### config.mk
export PLATFORM = sky130hd
export DESIGN_NAME = hazard_ctrl_flat
export DESIGN_NICKNAME = d
export VERILOG_FILES = /design/src/rtl/hazard_ctrl_pkg.sv /design/src/rtl/hazard_ctrl_if.sv /design/src/rtl/hazard_ctrl_lat_timer.sv /design/src/rtl/hazard_ctrl.sv /design/src/flat_wrapper.sv
export SDC_FILE = /design/constraint.sdc
export NUM_CORES = 1
export LEC_CHECK = 0
export BUFFER_PORTS_ARGS = -buffer_cell sky130_fd_sc_hd__buf_4
export CELL_PAD_IN_SITES_DETAIL_PLACEMENT = 1
export CELL_PAD_IN_SITES_GLOBAL_PLACEMENT = 2
export CORE_MARGIN = 2
export CORE_UTILIZATION = 21
export CTS_CLUSTER_SIZE = 16
export DETAILED_ROUTE_END_ITERATION = 7
export PLACE_DENSITY = 0.92
export SYNTH_ARGS = -nofsm -noshare
export SYNTH_HDL_FRONTEND = slang
export SYNTH_SLANG_ARGS = --single-unit
### constraint.sdc
create_clock -name clk -period 2.6 [get_ports clk]
set_input_delay 0.52 -clock clk [delete_from_list [all_inputs] [get_ports clk]]
set_output_delay 0.52 -clock clk [all_outputs]
set_load 0.005 [all_outputs]
### src/rtl/hazard_ctrl_pkg.sv
// Shared definitions for the pipeline control slice: register tags, hazard
// FSM states, the canonical NOP encoding and the x0 tag.
package pipe_ctrl_pkg;

   typedef logic [5:0] reg_tag_t;

   typedef enum logic {
      RUN      = 1'b0,
      FPU_WAIT = 1'b1
   } hz_state_e;

   localparam logic [31:0] NOP_INST = 32'h0000_0013;
   localparam reg_tag_t    TAG_X0   = 6'h00;

   // A source read in ID depends on the EX destination; integer x0 never does.
   function automatic logic tag_hit(reg_tag_t rd, reg_tag_t rs, logic used);
      return used && (rd == rs) && (rd != TAG_X0);
   endfunction

endpackage

### src/rtl/hazard_ctrl_if.sv
// Pipeline-side bundle for hazard_ctrl: hazard inputs from ID/EX and the
// enable/flush controls back to the pipeline registers. The performance
// counters exist only when HAZARD_PERF_EN is defined.
interface hazard_ctrl_if;
   import pipe_ctrl_pkg::*;

   reg_tag_t rs1_ID;
   reg_tag_t rs2_ID;
   logic     rs1_used_ID;
   logic     rs2_used_ID;
   reg_tag_t rd_EX;
   logic     mem_read_EX;
   logic     branch_taken_EX;
   logic     fpu_multi_EX;

   logic     pc_en;
   logic     if_id_en;
   logic     id_ex_en;
   logic     if_id_flush;
   logic     id_ex_flush;
   logic     ex_mem_flush;
   logic     fpu_start;
   logic     fpu_busy;
`ifdef HAZARD_PERF_EN
   logic [31:0] stall_cnt;
   logic [31:0] flush_cnt;

   modport master (
      output rs1_ID, rs2_ID, rs1_used_ID, rs2_used_ID, rd_EX,
             mem_read_EX, branch_taken_EX, fpu_multi_EX,
      input  pc_en, if_id_en, id_ex_en, if_id_flush, id_ex_flush,
             ex_mem_flush, fpu_start, fpu_busy, stall_cnt, flush_cnt
   );

   modport slave (
      input  rs1_ID, rs2_ID, rs1_used_ID, rs2_used_ID, rd_EX,
             mem_read_EX, branch_taken_EX, fpu_multi_EX,
      output pc_en, if_id_en, id_ex_en, if_id_flush, id_ex_flush,
             ex_mem_flush, fpu_start, fpu_busy, stall_cnt, flush_cnt
   );
`else
   modport master (
      output rs1_ID, rs2_ID, rs1_used_ID, rs2_used_ID, rd_EX,
             mem_read_EX, branch_taken_EX, fpu_multi_EX,
      input  pc_en, if_id_en, id_ex_en, if_id_flush, id_ex_flush,
             ex_mem_flush, fpu_start, fpu_busy
   );

   modport slave (
      input  rs1_ID, rs2_ID, rs1_used_ID, rs2_used_ID, rd_EX,
             mem_read_EX, branch_taken_EX, fpu_multi_EX,
      output pc_en, if_id_en, id_ex_en, if_id_flush, id_ex_flush,
             ex_mem_flush, fpu_start, fpu_busy
   );
`endif

endinterface

### src/rtl/hazard_ctrl_lat_timer.sv
// Loadable down-counter with a zero flag. Loading presets FPU_LAT-2 so the
// flag rises in the last cycle the FPU op must stay in EX.
module lat_timer #(
   parameter int FPU_LAT = 12
) (
   input  logic clk,
   input  logic rst,
   input  logic load,
   input  logic dec,
   output logic zero
);
   localparam int W = $clog2(FPU_LAT);

   logic [W-1:0] cnt;

   // Count register: load wins over decrement, decrement stops at zero.
   always_ff @(posedge clk or negedge rst) begin
      if (!rst) begin
         cnt <= '0;
      end else if (load) begin
         cnt <= W'(FPU_LAT - 2);
      end else if (dec && (cnt != '0)) begin
         cnt <= cnt - W'(1);
      end
   end

   assign zero = (cnt == '0);

endmodule

### src/rtl/hazard_ctrl.sv
// Hazard and sequencing controller for the five-stage RISC-V + FPU pipeline.
// Resolves load-use stalls and taken-branch flushes with zero-cycle response,
// and holds the pipeline while a multi-cycle FPU op (FDIV/FSQRT) sits in EX.
// Optional HAZARD_PERF_EN adds saturating stall/flush performance counters.
//
//   state    | meaning
//   ---------+--------------------------------------------------------------
//   RUN      | normal flow; load-use / branch / FPU entry decoded from inputs
//   FPU_WAIT | FPU op held in EX; stall until the latency timer hits zero
module hazard_ctrl
   import pipe_ctrl_pkg::*;
#(
   parameter int FPU_LAT = 12
) (
   input logic          clk,
   input logic          rst,
   hazard_ctrl_if.slave bus
);

   hz_state_e state;
   logic      tmr_load;
   logic      tmr_dec;
   logic      tmr_zero;
   logic      load_use;

   logic pc_en, if_id_en, id_ex_en;
   logic if_id_flush, id_ex_flush, ex_mem_flush;
   logic fpu_start, fpu_busy;

   assign load_use = bus.mem_read_EX &&
                     (tag_hit(bus.rd_EX, bus.rs1_ID, bus.rs1_used_ID) ||
                      tag_hit(bus.rd_EX, bus.rs2_ID, bus.rs2_used_ID));

   assign tmr_load = (state == RUN) && bus.fpu_multi_EX;
   assign tmr_dec  = (state == FPU_WAIT);

   lat_timer #(.FPU_LAT(FPU_LAT)) u_lat_timer (
      .clk  (clk),
      .rst  (rst),
      .load (tmr_load),
      .dec  (tmr_dec),
      .zero (tmr_zero)
   );

   // State register: enter FPU_WAIT on an FPU op, leave when the timer expires.
   always_ff @(posedge clk or negedge rst) begin
      if (!rst) begin
         state <= RUN;
      end else begin
         case (state)
            RUN:      if (bus.fpu_multi_EX) state <= FPU_WAIT;
            FPU_WAIT: if (tmr_zero)         state <= RUN;
            default:  state <= RUN;
         endcase
      end
   end

   // Pipeline controls decoded from state and current hazard inputs.
   // Reset forces the RUN defaults so an abandoned FPU op releases at once.
   always_comb begin
      pc_en        = 1'b1;
      if_id_en     = 1'b1;
      id_ex_en     = 1'b1;
      if_id_flush  = 1'b0;
      id_ex_flush  = 1'b0;
      ex_mem_flush = 1'b0;
      fpu_start    = 1'b0;
      fpu_busy     = 1'b0;
      if (rst) begin
         case (state)
            RUN: begin
               if (bus.fpu_multi_EX) begin
                  fpu_start    = 1'b1;
                  fpu_busy     = 1'b1;
                  pc_en        = 1'b0;
                  if_id_en     = 1'b0;
                  id_ex_en     = 1'b0;
                  ex_mem_flush = 1'b1;
               end else if (bus.branch_taken_EX) begin
                  if_id_flush  = 1'b1;
                  id_ex_flush  = 1'b1;
               end else if (load_use) begin
                  pc_en        = 1'b0;
                  if_id_en     = 1'b0;
                  id_ex_flush  = 1'b1;
               end
            end
            FPU_WAIT: begin
               fpu_busy = 1'b1;
               if (!tmr_zero) begin
                  pc_en        = 1'b0;
                  if_id_en     = 1'b0;
                  id_ex_en     = 1'b0;
                  ex_mem_flush = 1'b1;
               end
            end
            default: ;
         endcase
      end
   end

   assign bus.pc_en        = pc_en;
   assign bus.if_id_en     = if_id_en;
   assign bus.id_ex_en     = id_ex_en;
   assign bus.if_id_flush  = if_id_flush;
   assign bus.id_ex_flush  = id_ex_flush;
   assign bus.ex_mem_flush = ex_mem_flush;
   assign bus.fpu_start    = fpu_start;
   assign bus.fpu_busy     = fpu_busy;

`ifdef HAZARD_PERF_EN
   logic [31:0] stall_cnt_r;
   logic [31:0] flush_cnt_r;

   // Saturating counters of stalled cycles and front-end flush cycles.
   always_ff @(posedge clk or negedge rst) begin
      if (!rst) begin
         stall_cnt_r <= '0;
         flush_cnt_r <= '0;
      end else begin
         if (!pc_en && (stall_cnt_r != 32'hFFFF_FFFF))
            stall_cnt_r <= stall_cnt_r + 32'd1;
         if ((if_id_flush || id_ex_flush) && (flush_cnt_r != 32'hFFFF_FFFF))
            flush_cnt_r <= flush_cnt_r + 32'd1;
      end
   end

   assign bus.stall_cnt = stall_cnt_r;
   assign bus.flush_cnt = flush_cnt_r;
`endif

   // EX is occupied by the FPU op while waiting, so no load or branch can be there.
   a_no_branch_in_wait: assert property (@(posedge clk) disable iff (!rst)
      (state == FPU_WAIT) |-> !bus.branch_taken_EX);

   a_no_load_in_wait: assert property (@(posedge clk) disable iff (!rst)
      (state == FPU_WAIT) |-> !bus.mem_read_EX);

endmodule

### src/flat_wrapper.sv
// flat-port wrapper written by rule: the top's interface ports become plain ports
module hazard_ctrl_flat import pipe_ctrl_pkg::*;
#(
   parameter int FPU_LAT = 12
)
  (clk, rst, bus_rs1_ID, bus_rs2_ID, bus_rs1_used_ID, bus_rs2_used_ID, bus_rd_EX, bus_mem_read_EX, bus_branch_taken_EX, bus_fpu_multi_EX, bus_pc_en, bus_if_id_en, bus_id_ex_en, bus_if_id_flush, bus_id_ex_flush, bus_ex_mem_flush, bus_fpu_start, bus_fpu_busy);
  hazard_ctrl_if bus_i ();
  input logic clk;
  input logic rst;
  input wire logic [$bits(bus_i.rs1_ID)-1:0] bus_rs1_ID;
  input wire logic [$bits(bus_i.rs2_ID)-1:0] bus_rs2_ID;
  input wire logic [$bits(bus_i.rs1_used_ID)-1:0] bus_rs1_used_ID;
  input wire logic [$bits(bus_i.rs2_used_ID)-1:0] bus_rs2_used_ID;
  input wire logic [$bits(bus_i.rd_EX)-1:0] bus_rd_EX;
  input wire logic [$bits(bus_i.mem_read_EX)-1:0] bus_mem_read_EX;
  input wire logic [$bits(bus_i.branch_taken_EX)-1:0] bus_branch_taken_EX;
  input wire logic [$bits(bus_i.fpu_multi_EX)-1:0] bus_fpu_multi_EX;
  output wire logic [$bits(bus_i.pc_en)-1:0] bus_pc_en;
  output wire logic [$bits(bus_i.if_id_en)-1:0] bus_if_id_en;
  output wire logic [$bits(bus_i.id_ex_en)-1:0] bus_id_ex_en;
  output wire logic [$bits(bus_i.if_id_flush)-1:0] bus_if_id_flush;
  output wire logic [$bits(bus_i.id_ex_flush)-1:0] bus_id_ex_flush;
  output wire logic [$bits(bus_i.ex_mem_flush)-1:0] bus_ex_mem_flush;
  output wire logic [$bits(bus_i.fpu_start)-1:0] bus_fpu_start;
  output wire logic [$bits(bus_i.fpu_busy)-1:0] bus_fpu_busy;
  assign bus_i.rs1_ID = bus_rs1_ID;
  assign bus_i.rs2_ID = bus_rs2_ID;
  assign bus_i.rs1_used_ID = bus_rs1_used_ID;
  assign bus_i.rs2_used_ID = bus_rs2_used_ID;
  assign bus_i.rd_EX = bus_rd_EX;
  assign bus_i.mem_read_EX = bus_mem_read_EX;
  assign bus_i.branch_taken_EX = bus_branch_taken_EX;
  assign bus_i.fpu_multi_EX = bus_fpu_multi_EX;
  assign bus_pc_en = bus_i.pc_en;
  assign bus_if_id_en = bus_i.if_id_en;
  assign bus_id_ex_en = bus_i.id_ex_en;
  assign bus_if_id_flush = bus_i.if_id_flush;
  assign bus_id_ex_flush = bus_i.id_ex_flush;
  assign bus_ex_mem_flush = bus_i.ex_mem_flush;
  assign bus_fpu_start = bus_i.fpu_start;
  assign bus_fpu_busy = bus_i.fpu_busy;
  hazard_ctrl #(.FPU_LAT(FPU_LAT)) u_core (.clk(clk), .rst(rst), .bus(bus_i));
endmodule
## Word-level counts from Yosys, hierarchy flattened

Cells that the tools add are included.

| word-level totals | value |
|---|---|
| bits in registers | 5 |
| latch bits | 0 |
| RAM bits | 0 |
| ROM bits | 0 |
| logic and storage cells | 46 |
| memories kept | 0 |

| operators by class | value |
|---|---|
| add/subtract/negate cells | 1 |
| $mul | 0 |
| divide/modulo/power cells | 0 |
| $lt $le $gt $ge | 0 |
| equality and inequality tests | 2 |
| shift operators | 0 |
| mux-type cells | 28 |
| bitwise gates (word level) | 1 |
| reductions and logical operators | 12 |

Operators with widths:

| kind | number |
|---|---|
| 1-bit 2-to-1 mux | 22 |
| 6-bit equality test | 2 |
| 4-bit 2-to-1 mux | 2 |
| 1-bit one-hot mux with 2 select lines | 4 |
| 1-bit logical AND | 7 |
| 6-bit nonzero test | 1 |
| 4-bit logical NOT | 1 |
| 4-bit nonzero test | 1 |
| 4-bit by 1-bit subtractor with 4-bit output, second input constant | 1 |
| 2-bit nonzero test | 1 |
| 1-bit logical OR | 1 |
| 1-bit NOT | 1 |

## Depth between registers and ports, before layout

Gate-level depths: netlist of the first run.

| depth | value |
|---|---|
| depth in word-level cells | 10 |
| gate-level depth with buffers | 7 |
| depth with buffers taken out | 6 |

## By module

From an unflattened synthesis of the first run, not the netlist that was laid out.

| unflattened totals | value |
|---|---|
| cells, all modules | 57 |
| area, all modules | 480.5 µm² |

By module, submodules not included:

| module | times used | cells an instance | area an instance (µm²) | sequential area each (µm²) |
|---|---|---|---|---|
| hazard_ctrl | 1 | 35 | 262.8 | 25.0 |
| lat_timer | 1 | 22 | 217.7 | 100.1 |

## Worst setup path after synthesis of the first run

OpenSTA, ideal clock, no wires.

| timing path | value |
|---|---|
| path type | in2out |
| start | input bus_rd_EX[0] |
| end | output bus_pc_en |
| arrival | 1.711 ns |
| path slack | 0.369 ns |
| stages | 4 |
| cells stage by stage | or4_1 o311a_1 a31oi_1 buf_4 |

| on the way | value |
|---|---|
| longest elaborated chain between the ends | 10 |

RTL lines:

| element | RTL line | source |
|---|---|---|
| start: declaration | flat_wrapper.sv:14 | `input wire logic [$bits(bus_i.rd_EX)-1:0] bus_rd_EX;` |
| 6-bit equality test | hazard_ctrl_pkg.sv:17 | `return used && (rd == rs) && (rd != TAG_X0);` |
| 1-bit logical AND (2 in series) | hazard_ctrl_pkg.sv:17 |  |
| 1-bit logical OR * | hazard_ctrl.sv:31 | `(tag_hit(bus.rd_EX, bus.rs1_ID, bus.rs1_used_ID) \|\|` |
| 1-bit logical AND * | hazard_ctrl.sv:30 | `assign load_use = bus.mem_read_EX &&` |
| 1-bit 2-to-1 mux * (3 in series) | -- |  |
| 1-bit one-hot mux with 2 select lines * | -- |  |
| 1-bit 2-to-1 mux * | -- |  |
| end: declaration | flat_wrapper.sv:18 | `output wire logic [$bits(bus_i.pc_en)-1:0] bus_pc_en;` |

Mark *: on every way between the ends. The rest lies on a longest branch, timed or not.

## Worst setup path in the final report of the first run

| timing path | value |
|---|---|
| start | input bus_rd_EX[0] |
| end | output bus_pc_en |

| on the way | value |
|---|---|
| longest elaborated chain between the ends | 10 |

RTL lines:

| element | RTL line | source |
|---|---|---|
| 6-bit equality test | hazard_ctrl_pkg.sv:17 |  |
| 1-bit logical AND (2 in series) | hazard_ctrl_pkg.sv:17 |  |
| 1-bit logical OR * | hazard_ctrl.sv:31 |  |
| 1-bit logical AND * | hazard_ctrl.sv:30 |  |
| 1-bit 2-to-1 mux * | hazard_ctrl.sv:82 | `end else if (load_use) begin` |
| 1-bit 2-to-1 mux * | hazard_ctrl.sv:79 | `end else if (bus.branch_taken_EX) begin` |
| 1-bit 2-to-1 mux * | hazard_ctrl.sv:72 | `if (bus.fpu_multi_EX) begin` |
| 1-bit one-hot mux with 2 select lines * | hazard_ctrl.sv:70 | `case (state)` |
| 1-bit 2-to-1 mux * | hazard_ctrl.sv:69 | `if (rst) begin` |

Marks and branches as above.

==> flow_metrics.tcl, run 1 <==
set metrics [dict create \
    synth_area_leaders "dfrtp_1, xnor2_1, nor2_1" \
    p_sw_frac 0.382 \
    antenna_found_initial 0 \
    final_nets 119 \
    vias 536 \
    cts_buffer_depth 2 \
    postCtsHoldBufs 0 \
    p_sw_uw 205 \
    clock.fmax_mhz 425 \
    die-area_um2 2550 \
    worst_setup_path_end_kind "primary output" \
    dp_cells 115 \
    p_clk_frac 0.175 \
    post_cts_buffers 0 \
    synth_flop_cell "dfrtp_1" \
    arrival_ns 1.83 \
    hold_class "in2async" \
    clkLatencyLatePin_ns 0.24 \
    cts-root-buf "clkbuf_4" \
    met2_usage 0.195 \
    hold_violations 0 \
    syn2layout_area_growth_pct 68.9 \
    wl_um 1520 \
    worst_pin_slew_ns 0.260 \
    htree_levels 1 \
    r2r-end "u_core.u_lat_timer.cnt[1]" \
    grt_max_degree 10 \
    track_usage 0.133 \
    ant_nets 0 \
    final_cell_mix "buf_4, xnor2_1, nor2_1" \
    final.period_utilization 0.906 \
    die_height_um 50.5 \
    synth_top_area_frac 0.275 \
    reg2reg_from "u_core.u_lat_timer.cnt[0]" \
    firstDrtPassIters 4 \
    p_leak_uw 0.000363 \
    combinationalPowerShare 0.525 \
    ff2ff_setup_slack_ns 1.21 \
    avgSynthCellArea_um2 8.26 \
    synth-edff-count 0 \
    status "finished clean" \
    overflow 0 \
    coreArea_um2 2000 \
    r2r_cells 7 \
    powerDensity_nw_per_um2 700 \
    drive_gt1_frac 0.413 \
    rsz0062_at_grt "no" \
    dp_slack_ns 0.241 \
    use_met1 0.180 \
    final_common_cell "buf_4" \
    grt_busiest_layer "met2" \
    initial_core_util 0.227 \
    ir_drop_mv 0.458 \
    routed_via_density 4.50 \
    criticalPathCategory "in2out" \
    first_iter_violations 7 \
    antenna_cells 0 \
    required_ns 2.08 \
    ys_types 25 \
    cts_tree "built" \
    yosysSeqAreaShare 0.275 \
    postSynthCellCount 55 \
    skew_ns 0.00184 \
    startpoint_type "primary input" \
    async_flop_share 1.00 \
    wl_per_cell_um 12.7 \
    syn_area_um2 454 \
    drc 0 \
    rows 16 \
    setup_tns_ns 0 \
    numCtsBuffers 3 \
    clkTransAtPathRegs_ns 0.05 \
    ys_seq_elements 5 \
    yosys_warnings 0 \
    fp.dieW_um 50.5 \
    final_cells 119 \
    use_met3 0.0565 \
    grt_pass1_wl_um 2480 \
    gp_congestion 0.801 \
    layout_setup_ws_ns 0.246 \
    final_max_slew_viol_count 0 \
    slew-limit-headroom 0.825 \
    cts.sinks 5 \
    dp_hpwl_um 1310 \
    yosys.area.top_type "dfrtp_1" \
    io_buffers 32 \
    setup_viol 0 \
    grt_pass1_vias 517 \
    synthesis.nets 81 \
    cp_max_fo 3 \
    drv_cap 0 \
    min_period_ns 2.35 \
    power_frac_seq 0.300 \
    ios 33 \
    power.internal_uw 332 \
]
[cells in the mapped netlist, drive strengths merged (2+ instances only)]
cell type,n
xnor2,12
inv,5
nand4,2
nor2,6
nor2b,2
nand3,4
dfrtp,5
o22ai,2
[metal layers]
layer	vias to the layer above	routed length, um
met1	252	684
met2	13	749
met5	-	0
met4	0	0
li1	271	-
met3	0	83
[cells by family (layout without fill, tap and decap cells)]
kind of cell               after synthesis  in the layout  synth area share
DFF                                      5              5             0.275
buffers and inverters                    6             43            0.0579
xor gates and xnor gates                12             12             0.231
adders and majority gates                1              1            0.0275
AOI/OAI and AO/OA                       10             10             0.160
and+or+nand+nor                         21             21             0.248
[final cells by class]
class,count,area [um^2]
multi-input combinational,44,308
fill,253,1230
clock buffer,4,26.3
inverter,5,18.8
tap,27,33.8
timing repair buffer,34,255
sequential,5,125
[metrics by stage]
stage | power (uW) | area (um^2) | hold slack [ns] | utilization
finish | 537 | 767 | 0.0814 | 0.383
CTS | 546 | 762 | 0.0730 | 0.381
detailed placement | 446 | 736 | 0.343 | 0.368
global route | 608 | 767 | 0.0657 | 0.383
floorplan | 323 | 454 | 0.224 | -
global placement | 433 | 736 | 0.341 | 0.368
[power groups by stage]
stage / clock [uW] / sequential (uW) / combinational, uW
4_1_cts: 100 / 159 / 286
3_3_place_gp: 0 / 159 / 274
5_1_grt: 110 / 171 / 327
6_report: 93.7 / 161 / 282
3_5_place_dp: 0 / 160 / 286
2_1_floorplan: 0 / 148 / 175
[registers in the layout, indices dropped and copies added (netlist names)]
signal                  cells
u_core.state                1
u_core.u_lat_timer.cnt      4
[worst max-delay path: stages]
cell	delay, ns
buf_4	0.12
or4_1	0.51
o311a_1	0.32
a31oi_1	0.22
buf_4	0.15
[worst max path at each step]
stage	startpoint	slack [ns]	to	cells past startpoint
2_1_floorplan	bus_rd_EX[0]	0.37	bus_pc_en	4
3_3_place_gp	bus_rd_EX[0]	0.23	bus_pc_en	5
3_5_place_dp	bus_rd_EX[0]	0.24	bus_pc_en	5
4_1_cts	u_core.u_lat_timer.cnt[0]	0.20	bus_pc_en	7
5_1_grt	u_core.u_lat_timer.cnt[0]	0.10	bus_if_id_en	7
6_report	bus_rd_EX[0]	0.25	bus_pc_en	5
[what timing repair did]
item,in CTS,in global routing
hold endpoints to repair,0,0
setup endpoints to repair,0,2
gates resized for setup,0,1
Power figures use the tool's default switching activity.
==> run 2: changes to the inputs <==
==> constraint.sdc (replaced) <==
create_clock -name clk -period 3 [get_ports clk]
set_input_delay 0.6 -clock clk [delete_from_list [all_inputs] [get_ports clk]]
set_output_delay 0.6 -clock clk [all_outputs]
set_load 0.005 [all_outputs]
==> flow_metrics.tcl, run 2 (synthesized netlist as in run 1, its figures left out) <==
set metrics [dict create \
    gp_congestion 0.795 \
    wl_per_cell_um 13.4 \
    fp.dieW_um 50.5 \
    final_max_slew_viol_count 0 \
    io_buffers 32 \
    setup_viol 0 \
    startpoint_type "register" \
    powerDensity_nw_per_um2 605 \
    dp_cells 114 \
    top_regs "u_core.u_lat_timer.cnt: 4 flops, u_core.state: 1 flops" \
    combinationalPowerShare 0.525 \
    cpMaxStageDelayCell "nor3b_1" \
    numCtsBuffers 3 \
    cts_tree "built" \
    routed_via_density 4.53 \
    setup_tns_ns 0 \
    clock.fmax_mhz 383 \
    grt_pass1_wl_um 2680 \
    largest-register "u_core.u_lat_timer.cnt" \
    cts-root-buf "clkbuf_4" \
    die-area_um2 2550 \
    final_nets 118 \
    syn2layout_area_growth_pct 66.1 \
    final.period_utilization 0.871 \
    ant_nets 0 \
    die_height_um 50.5 \
    overflow 0 \
    slowest_delay_ns 0.40 \
    cp_max_fo 4 \
    min_period_ns 2.61 \
    clkLatencyLatePin_ns 0.24 \
    arrival_ns 2.01 \
    p_sw_uw 176 \
    antenna_cells 0 \
    firstDrtPassIters 2 \
    drc 0 \
    track_usage 0.142 \
    worst_setup_path_end_kind "primary output" \
    p_clk_frac 0.172 \
    rows 16 \
    final_cell_mix "buf_4, xnor2_1, nor2_1" \
    rsz0062_at_grt "no" \
    final_common_cell "buf_4" \
    power_frac_seq 0.302 \
    power_uw 456 \
    power.internal_uw 281 \
    vias 534 \
    postPlaceCellArea_um2 728 \
    final_cells 118 \
    initial_core_util 0.227 \
    required_ns 2.40 \
    wl_um 1580 \
    path_buf_inv 2 \
    path_delay_family "simple AND/OR/NAND/NOR gates" \
    post_cts_buffers 0 \
    cts.sinks 5 \
    postCtsHoldBufs 0 \
    status "finished clean" \
    drive_gt1_frac 0.396 \
    cts_resized 0 \
    clkTransAtPathRegs_ns 0.04 \
    criticalPathCategory "reg2out" \
    dp_hpwl_um 1360 \
    ios 33 \
    first_iter_violations 1 \
    p_leak_uw 0.000356 \
    htree_levels 1 \
    ir_drop_mv 0.312 \
    skew_ns 0.000203 \
    antenna_found_initial 0 \
    largest_reg_flops 4 \
    grt_max_degree 10 \
    grt_pass1_vias 579 \
    hold_class "in2async" \
    cts_buffer_depth 2 \
    coreArea_um2 2000 \
    drv_cap 0 \
    p_sw_frac 0.385 \
    slew-limit-headroom 0.712 \
    final_area_um2 754 \
    worst_pin_slew_ns 0.430 \
    hold_violations 0 \
    crit_chain "inv_1 -> ha_1 -> nor3b_1 -> and2_1 -> nor2b_1 -> a31oi_1 -> buf_4" \
]
-- run 2: cell types whose count changed in the layout (fill, tap and decap cells not counted), sizes merged --
cell,previous run,this run
buf,34,33
-- run 2: per-layer routing --
metal | global-route usage | wire length [um] | vias to the layer above
li1 | - | - | 267
met1 | 0.177 | 651 | 249
met2 | 0.230 | 813 | 14
met3 | 0.0595 | 87 | 4
met4 | 0.0270 | 29 | 0
met5 | 0 | 0 | -
-- run 2: worst paths after layout --
| path | from | to | slack, ns | depth (start not counted) |
|---|---|---|---|---|
| max | u_core.u_lat_timer.cnt[0] | bus_pc_en | 0.39 | 7 |
| min | rst | u_core.u_lat_timer.cnt[3] | 0.16 | 1 |
| max reg2reg | u_core.u_lat_timer.cnt[0] | u_core.u_lat_timer.cnt[0] | 1.39 | 6 |
| min reg2reg | u_core.u_lat_timer.cnt[0] | u_core.u_lat_timer.cnt[0] | 0.59 | 3 |
| max in group asynchronous | rst | u_core.state | 2.71 | 1 |
| min in group clk | u_core.u_lat_timer.cnt[0] | u_core.u_lat_timer.cnt[0] | 0.59 | 3 |
-- run 2: stage by stage --
step	hold WS (ns)	setup slack, ns	util
detailed placement	0.422	0.448	0.364
global route	0.158	0.0945	0.377
finish	0.163	0.388	0.377
CTS	0.159	0.349	0.377
floorplan	0.304	0.609	-
global placement	0.421	0.470	0.364
-- run 2: layout make-up --
| cell class | count | area [um^2] |
|---|---|---|
| well taps | 27 | 33.8 |
| fillers | 268 | 1250 |
| inverters | 5 | 18.8 |
| multi-input cells | 44 | 303 |
| flip-flops and latches | 5 | 125 |
| repair buffers | 33 | 248 |
| clock buffers | 4 | 26.3 |
-- run 2: power groups by stage --
| stage | sequential, uW | combinational (uW) | clock, uW |
|---|---|---|---|
| 3_3_place_gp | 136 | 229 | 0 |
| 2_1_floorplan | 128 | 152 | 0 |
| 3_5_place_dp | 138 | 240 | 0 |
| 5_1_grt | 146 | 276 | 86.8 |
| 6_report | 138 | 240 | 78.7 |
| 4_1_cts | 137 | 243 | 82.3 |
-- run 2: worst reg2reg max path, cell delays in order (launching register included) --
cell     delay [ns]
dfrtp_1        0.37
inv_1          0.10
ha_1           0.21
nor3b_1        0.40
and2_1         0.24
nor2_1         0.07
o22ai_1        0.14
==> run 3: changes to the inputs <==
--- a/config.mk
+++ b/config.mk
@@ -8,6 +8,7 @@
 export BUFFER_PORTS_ARGS = -buffer_cell sky130_fd_sc_hd__buf_4
 export CELL_PAD_IN_SITES_DETAIL_PLACEMENT = 1
 export CELL_PAD_IN_SITES_GLOBAL_PLACEMENT = 2
+export CORE_ASPECT_RATIO = 0.75
 export CORE_MARGIN = 2
 export CORE_UTILIZATION = 21
 export CTS_CLUSTER_SIZE = 16
==> flow_metrics.tcl, run 3 (synthesized netlist as in run 1, its figures left out) <==
set metrics [dict create \
    wl_um 1730 \
    dp_hpwl_um 1530 \
    die-area_um2 2550 \
    arrival_ns 2.14 \
    gp_congestion 0.749 \
    nFillCells 258 \
    grt_pass1_vias 602 \
    path_delay_family "simple AND/OR/NAND/NOR gates" \
    worst_pin_slew_ns 0.482 \
    post_cts_buffers 0 \
    postPlaceCellArea_um2 724 \
    drc 0 \
    track_usage 0.152 \
    antenna_cells 0 \
    grt_pass1_wl_um 2910 \
    drive_gt1_frac 0.396 \
    hold_violations 0 \
    clkLatencyLatePin_ns 0.25 \
    cts-root-buf "clkbuf_4" \
    regArea_um2 125 \
    firstDrtPassIters 6 \
    min_period_ns 2.74 \
    ios 33 \
    hold_class "in2async" \
    final.period_utilization 0.912 \
    p_clk_frac 0.172 \
    wl_per_cell_um 15.1 \
    combinationalPowerShare 0.529 \
    grt_max_degree 10 \
    crit_chain "inv_1 -> ha_1 -> nor3b_1 -> and2_1 -> nor2b_1 -> a31oi_1 -> buf_4" \
    setup_viol 0 \
    ff2ff_setup_slack_ns 1.31 \
    die_height_um 44.3 \
    met2_usage 0.248 \
    final_area_um2 751 \
    initial_core_util 0.224 \
    htree_levels 1 \
    p_leak_uw 0.000356 \
    cpMaxStageDelayCell "nor3b_1" \
    path_buf_inv 2 \
    routed_via_density 4.63 \
    reg2reg_from "u_core.u_lat_timer.cnt[0]" \
    final_nets 118 \
    p_sw_frac 0.399 \
    clock.fmax_mhz 366 \
    largest_reg_flops 4 \
    cp_max_fo 4 \
    criticalPathCategory "reg2out" \
    coreArea_um2 2030 \
    worst_setup_path_end_kind "primary output" \
    r2r_cells 6 \
    io_buffers 32 \
    status "finished clean" \
    skew_ns 0.00357 \
    slew-limit-headroom 0.678 \
    holdWs_ns 0.167 \
    multiInputGateArea_um2 303 \
    slowest_delay_ns 0.44 \
    fp.dieW_um 57.7 \
    vias 533 \
    cts_buffer_depth 2 \
    power_frac_seq 0.299 \
    power.internal_uw 281 \
    final_common_cell "buf_4" \
    cts.sinks 5 \
    numCtsBuffers 3 \
    top_regs "u_core.u_lat_timer.cnt: 4 flops, u_core.state: 1 flops" \
    overflow 0 \
    drv_cap 0 \
    required_ns 2.40 \
    use_met3 0.0556 \
    antenna_found_initial 0 \
    final_cell_mix "buf_4, xnor2_1, nor2_1" \
    setup_tns_ns 0 \
    use_met1 0.202 \
    largest-register "u_core.u_lat_timer.cnt" \
    powerDensity_nw_per_um2 623 \
    ir_drop_mv 0.418 \
    r2r-end "u_core.u_lat_timer.cnt[0]" \
    cts_tree "built" \
    cts_resized 0 \
    grt_busiest_layer "met2" \
    startpoint_type "register" \
    ant_nets 0 \
    first_iter_violations 4 \
    layout_setup_ws_ns 0.265 \
    rsz0062_at_grt "no" \
    rows 14 \
    syn2layout_area_growth_pct 65.3 \
    final_max_slew_viol_count 0 \
    postCtsHoldBufs 0 \
    clkTransAtPathRegs_ns 0.05 \
    p_sw_uw 187 \
    dp_slack_ns 0.417 \
]
==> run 3: layout make-up <==
type                    count  area share
multi-input cells          44       0.403
repair buffers             33       0.330
flip-flops and latches      5       0.167
well taps                  24      0.0400
clock buffers               4      0.0350
inverters                   5      0.0250
==> run 3: how the worst max path moves through the flow <==
| stage | from | end | slack, ns | depth (start not counted) |
|---|---|---|---|---|
| 6_report | u_core.u_lat_timer.cnt[0] | bus_if_id_en | 0.26 | 7 |
| 5_1_grt | u_core.u_lat_timer.cnt[0] | bus_if_id_en | 0.06 | 7 |
| 4_1_cts | u_core.u_lat_timer.cnt[0] | bus_if_id_en | 0.25 | 7 |
| 3_5_place_dp | bus_rd_EX[0] | bus_if_id_en | 0.42 | 5 |
| 3_3_place_gp | bus_rd_EX[0] | bus_pc_en | 0.50 | 5 |
| 2_1_floorplan | bus_rd_EX[0] | bus_pc_en | 0.61 | 4 |
==> run 3: through the flow <==
stage                     utilization  cells  total power, uW
after floorplan                     -     55              280
after CTS                       0.369    115              472
after global placement          0.357    111              370
after detailed placement        0.357    111              389
final                           0.369    115              468
after global routing            0.369    115              520
==> run 3: per-layer routing <==
metal | up-vias | wire length, um
met5 | - | 0
met4 | 0 | 0
met3 | 0 | 73
met2 | 10 | 906
met1 | 256 | 753
li1 | 267 | -
==> run 3: worst reg2reg max path, cell delays in order, from the launching register on <==
cell,delay [ns]
dfrtp_1,0.38
inv_1,0.11
ha_1,0.21
nor3b_1,0.44
and2_1,0.25
nor2_1,0.07
o22ai_1,0.14
==> run 3: power by group through the flow <==
stage / Combinational [uW] / Clock [uW] / Sequential [uW]
2_1_floorplan: 152 / 0 / 128
3_3_place_gp: 233 / 0 / 137
3_5_place_dp: 249 / 0 / 140
4_1_cts: 250 / 83.0 / 139
5_1_grt: 281 / 90.4 / 148
6_report: 248 / 80.4 / 140
